File: src/rtl/aib_sl_sr_tx.sv
`default_nettype none
// ============================================================================
// Module   : aib_sl_sr_tx
// Purpose  : Slave-side sideband shift-chain transmitter. Serializes the
//            slave status bits into a framed stream (data MSB first, then a
//            one-cycle load strobe), one frame every SrLen+1 aux clocks.
// Option   : AIB_SL_SR_SYNC_EN - 2-flop synchronizers on the status inputs.
// Revision : 1.0 - initial release
// ============================================================================
module aib_sl_sr_tx #(
  parameter int   SrLen     = 72,
  parameter int   OscIdx    = 0,
  parameter int   RxXferIdx = 1,
  parameter int   RxDllIdx  = 2,
  parameter int   TxXferIdx = 3,
  parameter int   TxDcdIdx  = 4,
  parameter logic UnusedVal = 1'b1
) (
  input  logic        i_aux_clk,
  input  logic        i_rst_n,
  input  logic        i_en,
  input  logic        c_sl_osc_transfer_en,
  input  logic        c_sl_rx_transfer_en,
  input  logic        c_sl_rx_dll_lock,
  input  logic        c_sl_tx_transfer_en,
  input  logic        c_sl_tx_dcd_cal_done,
  output logic        o_sr_data,
  output logic        o_sr_load,
  output logic        o_frame_done,
  output logic [15:0] o_frame_cnt
);

  localparam int             CW       = $clog2(SrLen + 1);
  localparam logic [CW-1:0]  CNT_LAST = CW'(SrLen - 1);

  // Bad bit map or a chain too short to shift is an elaboration error.
  if (SrLen < 2 ||
      OscIdx < 0 || RxXferIdx < 0 || RxDllIdx < 0 || TxXferIdx < 0 || TxDcdIdx < 0 ||
      OscIdx >= SrLen || RxXferIdx >= SrLen || RxDllIdx >= SrLen ||
      TxXferIdx >= SrLen || TxDcdIdx >= SrLen ||
      OscIdx == RxXferIdx || OscIdx == RxDllIdx || OscIdx == TxXferIdx ||
      OscIdx == TxDcdIdx || RxXferIdx == RxDllIdx || RxXferIdx == TxXferIdx ||
      RxXferIdx == TxDcdIdx || RxDllIdx == TxXferIdx || RxDllIdx == TxDcdIdx ||
      TxXferIdx == TxDcdIdx) begin : g_bad_params
    $fatal(1, "aib_sl_sr_tx: chain index out of range or duplicated");
  end

  typedef enum logic [1:0] {
    ST_IDLE  = 2'd0,
    ST_SHIFT = 2'd1,
    ST_LOAD  = 2'd2
  } state_t;

  // Status bits packed as {tx_dcd, tx_xfer, rx_dll, rx_xfer, osc}
  logic [4:0] stat_raw;
  logic [4:0] stat;
  assign stat_raw = {c_sl_tx_dcd_cal_done, c_sl_tx_transfer_en, c_sl_rx_dll_lock,
                     c_sl_rx_transfer_en, c_sl_osc_transfer_en};

`ifdef AIB_SL_SR_SYNC_EN
  logic [4:0] sync1_q;
  logic [4:0] sync2_q;

  // Two-stage synchronizer for the asynchronous status inputs
  always_ff @(posedge i_aux_clk or negedge i_rst_n) begin
    if (!i_rst_n) begin
      sync1_q <= 5'd0;
      sync2_q <= 5'd0;
    end else begin
      sync1_q <= stat_raw;
      sync2_q <= sync1_q;
    end
  end
  assign stat = sync2_q;
`else
  assign stat = stat_raw;
`endif

  logic [SrLen-1:0] cap;

  // Build the frame image: mapped positions carry status, the rest UnusedVal
  always_comb begin
    cap            = {SrLen{UnusedVal}};
    cap[OscIdx]    = stat[0];
    cap[RxXferIdx] = stat[1];
    cap[RxDllIdx]  = stat[2];
    cap[TxXferIdx] = stat[3];
    cap[TxDcdIdx]  = stat[4];
  end

  state_t           state_q, state_d;
  logic [CW-1:0]    cnt_q, cnt_d;
  // Snapshot is held as a left-shifting register: its MSB is always the next
  // bit to send, so the captured image is consumed as the frame goes out.
  logic [SrLen-1:0] snap_q, snap_d;
  logic             data_q, data_d;
  logic             load_q, load_d;
  logic             done_q, done_d;
  logic [15:0]      frame_cnt_q, frame_cnt_d;

  // Next-state and registered-output computation for the frame sequencer
  always_comb begin
    state_d     = state_q;
    cnt_d       = cnt_q;
    snap_d      = snap_q;
    data_d      = 1'b0;
    load_d      = 1'b0;
    done_d      = 1'b0;
    frame_cnt_d = frame_cnt_q;
    case (state_q)
      ST_IDLE, ST_LOAD: begin
        if (i_en) begin
          // Capture and present the first (MSB) bit on the same edge
          state_d = ST_SHIFT;
          cnt_d   = '0;
          snap_d  = {cap[SrLen-2:0], 1'b0};
          data_d  = cap[SrLen-1];
        end else begin
          state_d = ST_IDLE;
        end
      end
      ST_SHIFT: begin
        if (cnt_q == CNT_LAST) begin
          state_d     = ST_LOAD;
          load_d      = 1'b1;
          done_d      = 1'b1;
          frame_cnt_d = (frame_cnt_q == 16'hFFFF) ? frame_cnt_q : frame_cnt_q + 16'd1;
        end else begin
          cnt_d  = cnt_q + CW'(1);
          data_d = snap_q[SrLen-1];
          snap_d = {snap_q[SrLen-2:0], 1'b0};
        end
      end
      default: state_d = ST_IDLE;
    endcase
  end

  // State and output registers; reset aborts any frame in flight
  always_ff @(posedge i_aux_clk or negedge i_rst_n) begin
    if (!i_rst_n) begin
      state_q     <= ST_IDLE;
      cnt_q       <= '0;
      snap_q      <= '0;
      data_q      <= 1'b0;
      load_q      <= 1'b0;
      done_q      <= 1'b0;
      frame_cnt_q <= 16'd0;
    end else begin
      state_q     <= state_d;
      cnt_q       <= cnt_d;
      snap_q      <= snap_d;
      data_q      <= data_d;
      load_q      <= load_d;
      done_q      <= done_d;
      frame_cnt_q <= frame_cnt_d;
    end
  end

  assign o_sr_data    = data_q;
  assign o_sr_load    = load_q;
  assign o_frame_done = done_q;
  assign o_frame_cnt  = frame_cnt_q;

endmodule
`default_nettype wire

File: config.mk
export PLATFORM = sky130hd
export DESIGN_NAME = aib_sl_sr_tx
export DESIGN_NICKNAME = d
export VERILOG_FILES = /design/src/rtl/aib_sl_sr_tx.sv
export SDC_FILE = /design/constraint.sdc
export NUM_CORES = 1
export LEC_CHECK = 0
export CAP_MARGIN = 40
export CELL_PAD_IN_SITES_DETAIL_PLACEMENT = 0
export CELL_PAD_IN_SITES_GLOBAL_PLACEMENT = 1
export CORE_MARGIN = 2
export CORE_UTILIZATION = 43
export DETAILED_ROUTE_END_ITERATION = 10
export GPL_TIMING_DRIVEN = 0
export PLACE_DENSITY_LB_ADDON = 0.1
export SKIP_CTS_REPAIR_TIMING = 1
export SYNTH_ARGS = -nofsm -noshare
export SYNTH_HDL_FRONTEND = slang
export SYNTH_SLANG_ARGS = --single-unit
File: constraint.sdc
create_clock -name i_aux_clk -period 3.1 [get_ports i_aux_clk]
set_clock_uncertainty 0.1 [all_clocks]
set_input_delay 0.31 -clock i_aux_clk [delete_from_list [all_inputs] [get_ports i_aux_clk]]
set_output_delay 0.31 -clock i_aux_clk [all_outputs]
set_load 0.005 [all_outputs]
# Word level (Yosys, flattened, before mapping)
# Index checks and enable logic that the tools add are counted.
# word_totals
memories	0
latchBits	0
reg_bits	99
input_bits	8
mem_bits_ro	0
out_inout_bits	19
wordCells	35
ramBits	0
# classes
div_mod_pow	0
bitwise	1
n_eq_ne	7
n_mul	0
order_cmp	0
add_sub_neg	2
n_reduce_logical	5
shifts	0
muxes	14
# op_table
op	count
$mux 72	2
$pmux 72 s2	1
$add 16x1->16 const B	1
$eq 16x16->1 const B	1
$mux 7	2
$pmux 7 s2	1
$add 7x1->7 const B	1
$eq 7x7->1 const B	1
$ne 2x2->1 const B	3
$reduce_and 3->1	2
$mux 1	5
$pmux 2 s2	1
$eq 2x1->1 const B	1
$eq 2x2->1 const B	1
$logic_not 2->1	1
$mux 2	1
$pmux 1 s2	1
$reduce_bool 2->1	1
$reduce_or 2->1	1
$not 1->1	1

# Depth between registers and ports, before layout
# Gate-level depths: netlist of run 1.
# logic_depth
depth_word	4
ltp_mapped	9
mapped_depth_nobuf	6

# Worst setup path before layout of run 1
# No wires, ideal clock.
# synth_path
path_kind	register to register
from	register cnt_q[0]
to	register snap_q[64]
setup_time_ns	0.121
arrival_ns	1.693
synth_period_minus_slack_ns	1.915
stages_incl_launch_ff	9
path_slack_ns	1.185
path_buffers	4
t_required_ns	2.879
cell_sequence	dfrtp_1 -> ha_1 -> and2_1 -> buf_2 -> a21o_2 -> buf_2 -> buf_4 -> buf_4 -> o22a_1
# synth_between
elab_chain_len	3
# synth_rtl
item	line	source
start: declaration	92	logic [CW-1:0] cnt_q, cnt_d;
start signal: assignment	150	cnt_q <= cnt_d;
$eq 7x7->1	123	if (cnt_q == CNT_LAST) begin
$ne 2x2->1 (no line)	-	
$reduce_and 3->1 (no line)	-	
end signal: assignment	151	snap_q <= snap_d;
end: declaration	95	logic [SrLen-1:0] snap_q, snap_d;
# No other way between the ends.
# A chain may end at the register's enable or synchronous reset.

# Final worst setup path of run 1
# layout_path
from	register cnt_q[0]
to	register snap_q[35]
# Same word-level chain as after synthesis.

==> flow_summary.yaml, run 1 <==
outcome:
  status: "finished, final reports clean"
synth:
  synthCells: 295
  yosysMostFrequentCell: "dfrtp_1"
  synth_common_cells: "dfrtp_1 (98), o22a_1 (65), nand2_1 (16)"
  ys_top_cells_by_area: "dfrtp_1 (63%), o22a_1 (15%), xor2_1 (3.4%), buf_6 (2.3%), nand2_1 (1.5%)"
  synth-edff-count: 0
  netlist_area_sq_um: 3910
  yosys.area.top_type: "dfrtp_1"
  yosys_warnings: 0
  synth_top_area_share_pct: 62.7
  synth_nets: 305
  syn_avg_cell_area_sq_um: 13.3
  synth_seq_cells: 98
  synth.distinct_cells: 44
  ys_async_sr_fraction_pct: 100
  ys_seq_area_share_pct: 62.7
  yosys_most_used_dff: "dfrtp_1"
floorplanning:
  io_pins: 27
  die_y_microns: 99.4
  dieArea_sq_um: 9880
  coreArea_sq_um: 8760
  start_util_pct: 44.6
  rows: 34
  die_x_microns: 99.4
min_path:
  hold_path.class: "input port to asynchronous set/reset pin"
worst_setup_path:
  cp-end-kind: "flop"
  crit_arrival_ns: 2.41
  r2r_cells: 8
  reg2reg_slack_ns: 0.89
  setup.worst_path.class: "flop to flop"
  cpPeakStageDelay_ns: 0.45
  critPathMaxFanout: 10
  cp-start-kind: "flop"
  rr_endpoint: "snap_q[35]"
  cp.required_ns: 3.29
  cp_cell_sequence: "ha_1, and2_1, buf_2, a21oi_2, nor2_4, inv_4, buf_6, o22a_1"
  crit-reg2reg-launch: "cnt_q[0]"
  slowest_stage: "a21oi_2"
timing:
  worst_pin_slew_ns: 0.604
  setup_viol_count_final: 0
  period_share_pct: 71.4
  rsz0062_at_grt: "false"
  holdWs_ns: 0.397
  fmax_ghz: 0.452
  max-slew-margin-rel_pct: 59.7
  fin_setup_tns_ns: 0
  layout_min_cycle_time_ns: 2.21
  final_hold_viol_count: 0
  slew_violations: 0
power:
  p_int_mw: 2.42
  power.share.combinational_pct: 19.6
  clkPwrFrac_pct: 22.2
  p_switching_mw: 0.937
  p_per_area_nw_per_um2: 743
  power.share.sequential_pct: 58.2
  p_leak_nw: 1.86
  ir_drop_mv: 0.257
  switching_share_pct: 27.9
detailed_routing:
  antenna_left: 0
  vias: 2476
  viasPerCell: 5.54
  firstDrtPassIters: 4
  wl_per_cell_microns: 15.6
  post-route-drc-count: 0
  routed_wl_mm: 6.96
  initialDrtViolationCount: 76
clocking:
  clock_sinks: 98
  clock_latency_ns: 0.36
  cts_buffer_depth: 2
  cts_buffers: 9
  path_clk_slew_ns: 0.09
  cts_tree: "yes"
  root_buffer: "clkbuf_8"
  h-tree-depth: 3
global_route:
  grt_util_all_layers_pct: 15.3
  grt_overflow: 0
  grt_max_degree: 55
  antenna_found_initial: 0
  grt_pass1_wl_mm: 12.0
  grt_pass1_vias: 2518
finish:
  fin_util_pct: 51.6
  diodes: 0
  layout.cells.non_filler: 447
  nets: 344
  drive_gt1_share_pct: 14.5
  area_growth_pct: 15.5
  fillers: 791
  design_area_sq_um: 4520
place:
  gp_congestion: 0.710
  dp_hpwl_mm: 4.44
  placed_cell_area_sq_um: 4330
  post-place-cells: 430
  place.port_buffers: 26
run:
  max-cap-violations: 0
==> through the flow <==
step	setup WS, ns	power, mW
finish	0.886	3.36
global route	0.754	3.58
CTS	0.847	3.40
detailed placement	0.892	2.65
global placement	-2.00	2.61
floorplan	1.19	2.46
==> layer usage <==
layer	track usage, %	vias to the layer above	share of wire [%]
met5	0	-	0
met4	5.58	0	1.1
met3	3.51	9	2.9
met2	23.5	36	46
met1	21.4	1248	50
li1	-	1183	-
==> cell families (layout without fill, tap and decap cells) <==
group / after synthesis / in the layout / share of synthesized area (%)
xor gates and xnor gates: 15 / 15 / 3.36
DFF: 98 / 98 / 62.7
AOI/OAI and AO/OA: 84 / 84 / 18.0
muxes: 2 / 2 / 0.544
and+or+nand+nor: 69 / 69 / 10.2
adders and majority gates: 2 / 2 / 0.639
buffers and inverters: 25 / 69 / 4.57
==> flip-flops by register name, indices dropped and copies added (netlist names) <==
name	count
state_q	2
o_frame_done	1
cnt_q	7
o_sr_data	1
o_frame_cnt	16
snap_q	71
==> worst max-delay path: cells and delay by family, from the launching register on <==
family | cells | cell delay [ns]
flip-flops | 1 | 0.42
AND/OR/NAND/NOR | 2 | 0.31
adder cells (fa/ha/maj) | 1 | 0.24
AO/OA/AOI/OAI | 2 | 0.59
buffers and inverters | 3 | 0.49
==> layout make-up <==
class	instances	area, sq um	area share [%]
repair buffers	28	295	6.53
clock inverters	7	52.6	1.16
clock buffers	9	124	2.74
multi-input cells	172	1280	28.3
inverters	3	13.8	0.305
flip-flops and latches	98	2450	54.3
plain buffers	22	165	3.65
well taps	108	135	2.99
==> how the worst max path moves through the flow <==
| stage | endpoint | from | slack, ns |
|---|---|---|---|
| 5_1_grt | snap_q[35] | cnt_q[0] | 0.75 |
| 3_3_place_gp | cnt_q[2] | i_rst_n | -2.00 |
| 3_5_place_dp | snap_q[4] | cnt_q[0] | 0.89 |
| 4_1_cts | snap_q[44] | cnt_q[0] | 0.85 |
| 2_1_floorplan | snap_q[64] | cnt_q[0] | 1.19 |
| 6_report | snap_q[35] | cnt_q[0] | 0.89 |
==> power by group through the flow <==
stage	registers, mW	clock network [mW]	logic, mW
detailed placement	1.98	0	0.672
CTS	1.95	0.778	0.673
global placement	1.97	0	0.644
global route	2.01	0.829	0.736
finish	1.95	0.745	0.659
floorplan	1.91	0	0.548
==> placed cells by master, fill, tap and decap left out, types with 4 or more instances in the layout <==
cell type / count
clkinvlp_4: 4
clkbuf_8: 9
nor3_1: 11
nand2_1: 16
and3_1: 4
clkdlybuf4s50_1: 25
xor2_1: 15
dfrtp_1: 98
buf_2: 9
nand3_1: 4
o22a_1: 65
nor2_1: 7
nand4_1: 7
nor4_1: 7
buf_6: 8
buf_4: 4
a31oi_1: 4
Power figures use the tool's default switching activity.
==> run 2, diff against run 1 <==
clock period = 2 ns   (was 3.1 ns; I/O delays follow)
==> flow_summary.yaml, run 2 (synthesis results as in run 1) <==
global_route:
  antenna_found_initial: 0
  grt_max_degree: 55
  grt_pass1_wl_mm: 12.0
  grt_overflow: 0
  grt_util_all_layers_pct: 15.3
  grt_pass1_vias: 2518
place:
  post-place-cells: 430
  place.port_buffers: 26
  gp_congestion: 0.710
  dp_hpwl_mm: 4.44
clocking:
  path_clk_slew_ns: 0.10
  cts_tree: "yes"
  root_buffer: "clkbuf_8"
  cts_buffers: 9
  cts_buffer_depth: 2
  h-tree-depth: 3
  clock_sinks: 98
  clock_latency_ns: 0.35
detailed_routing:
  post-route-drc-count: 0
  routed_wl_mm: 7.00
  firstDrtPassIters: 5
  antenna_left: 0
  vias: 2483
  initialDrtViolationCount: 72
  viasPerCell: 5.52
  wl_per_cell_microns: 15.6
worst_setup_path:
  cp-end-kind: "flop"
  cp_cell_sequence: "nor4b_4, buf_4, a21oi_4, nor2_4, inv_4, buf_6, o22a_1"
  worstSetupStartpoint: "cnt_q[4]"
  critPathMaxFanout: 10
  endpoint: "snap_q[44]"
  r2r_cells: 7
  crit-reg2reg-launch: "cnt_q[4]"
  slowest_stage: "dfrtp_2"
  setup.worst_path.class: "flop to flop"
  reg2reg_slack_ns: 0.09
  crit_arrival_ns: 2.05
  cpPeakStageDelay_ns: 0.46
  cp-start-kind: "flop"
  rr_endpoint: "snap_q[44]"
  cp.required_ns: 2.14
finish:
  area_growth_pct: 16.9
  final_cell_mix: "dfrtp_1 (97), o22a_1 (65), clkdlybuf4s50_1 (25), nand2_1 (16), xor2_1 (15)"
  nets: 347
  final_common_cell: "dfrtp_1"
  top_register: "snap_q"
  layout.cells.non_filler: 450
  largest_register_ffs: 71
  diodes: 0
  drive_gt1_share_pct: 17.0
timing:
  slew_violations: 0
  setup_viol_count_final: 0
  worst_pin_slew_ns: 0.608
  fin_setup_tns_ns: 0
  layout_min_cycle_time_ns: 1.91
  holdWs_ns: 0.297
  max-slew-margin-rel_pct: 59.5
  fmax_ghz: 0.522
  final_hold_viol_count: 0
  period_share_pct: 95.7
power:
  power.share.combinational_pct: 20.0
  switching_share_pct: 27.9
  power.share.sequential_pct: 57.9
  ir_drop_mv: 0.398
  clkPwrFrac_pct: 22.0
  p_per_area_nw_per_um2: 1140
  p_int_mw: 3.77
  p_switching_mw: 1.46
  p_leak_nw: 1.88
run:
  max-cap-violations: 0
floorplanning:
  io_pins: 27
  start_util_pct: 44.6
  rows: 34
  dieArea_sq_um: 9880
  die_y_microns: 99.4
  coreArea_sq_um: 8760
  die_x_microns: 99.4
min_path:
  hold_path.class: "input port to asynchronous set/reset pin"
outcome:
  status: "finished, final reports clean"
-- run 2: cell types whose count changed in the layout (fill, tap and decap cells not counted), sizes merged --
cell | before | now
clkbuf | 10 | 9
buf | 23 | 27
-- run 2: layout make-up --
type                    count  area [sq um]
multi-input cells         172          1300
fillers                   787          4190
repair buffers             33           333
plain buffers              20           160
inverters                   3          13.8
clock buffers               9           124
flip-flops and latches     98          2450
clock inverters             7          52.6
well taps                 108           135
-- run 2: power by group through the flow --
| stage | registers, mW | clock network (mW) | logic, mW |
|---|---|---|---|
| finish | 3.03 | 1.15 | 1.05 |
| global route | 3.12 | 1.28 | 1.17 |
| CTS | 3.03 | 1.21 | 1.04 |
| detailed placement | 3.06 | 0 | 1.04 |
| global placement | 3.05 | 0 | 0.999 |
| floorplan | 2.96 | 0 | 0.849 |
-- run 2: worst min-delay path by stage --
stage,slack (ns),startpoint,depth (start not counted),endpoint
finish,0.30,i_rst_n,2,snap_q[50]
global route,0.30,c_sl_rx_dll_lock,3,snap_q[3]
CTS,-0.23,i_rst_n,1,snap_q[50]
detailed placement,0.16,i_rst_n,1,snap_q[40]
global placement,0.37,snap_q[14],1,snap_q[14]
floorplan,-0.20,i_rst_n,0,cnt_q[0]
-- run 2: worst max-delay path, delay by kind of cell, from the launching register on --
family                 cells  cell delay [ns]
AND/OR/NAND/NOR            2             0.49
flip-flops                 1             0.46
buffers and inverters      3             0.46
AO/OA/AOI/OAI              2             0.29
-- run 2: per-stage QoR --
step,utilization [%],setup slack (ns),instance area [sq um],power [mW]
2_1_floorplan,-,0.0854,3910,3.81
5_1_grt,52.2,-0.00400,4570,5.58
6_report,52.2,0.0858,4570,5.23
4_1_cts,51.5,-0.253,4510,5.28
3_3_place_gp,49.2,-2.99,4310,4.05
3_5_place_dp,49.4,-0.208,4330,4.10
-- run 2: metal layers --
layer	vias to the layer above	track usage (%)	part of all wire [%]
met3	4	3.51	2.7
met4	0	5.58	0.67
met2	37	23.5	46
met5	-	0	0
li1	1186	-	-
met1	1256	21.4	50
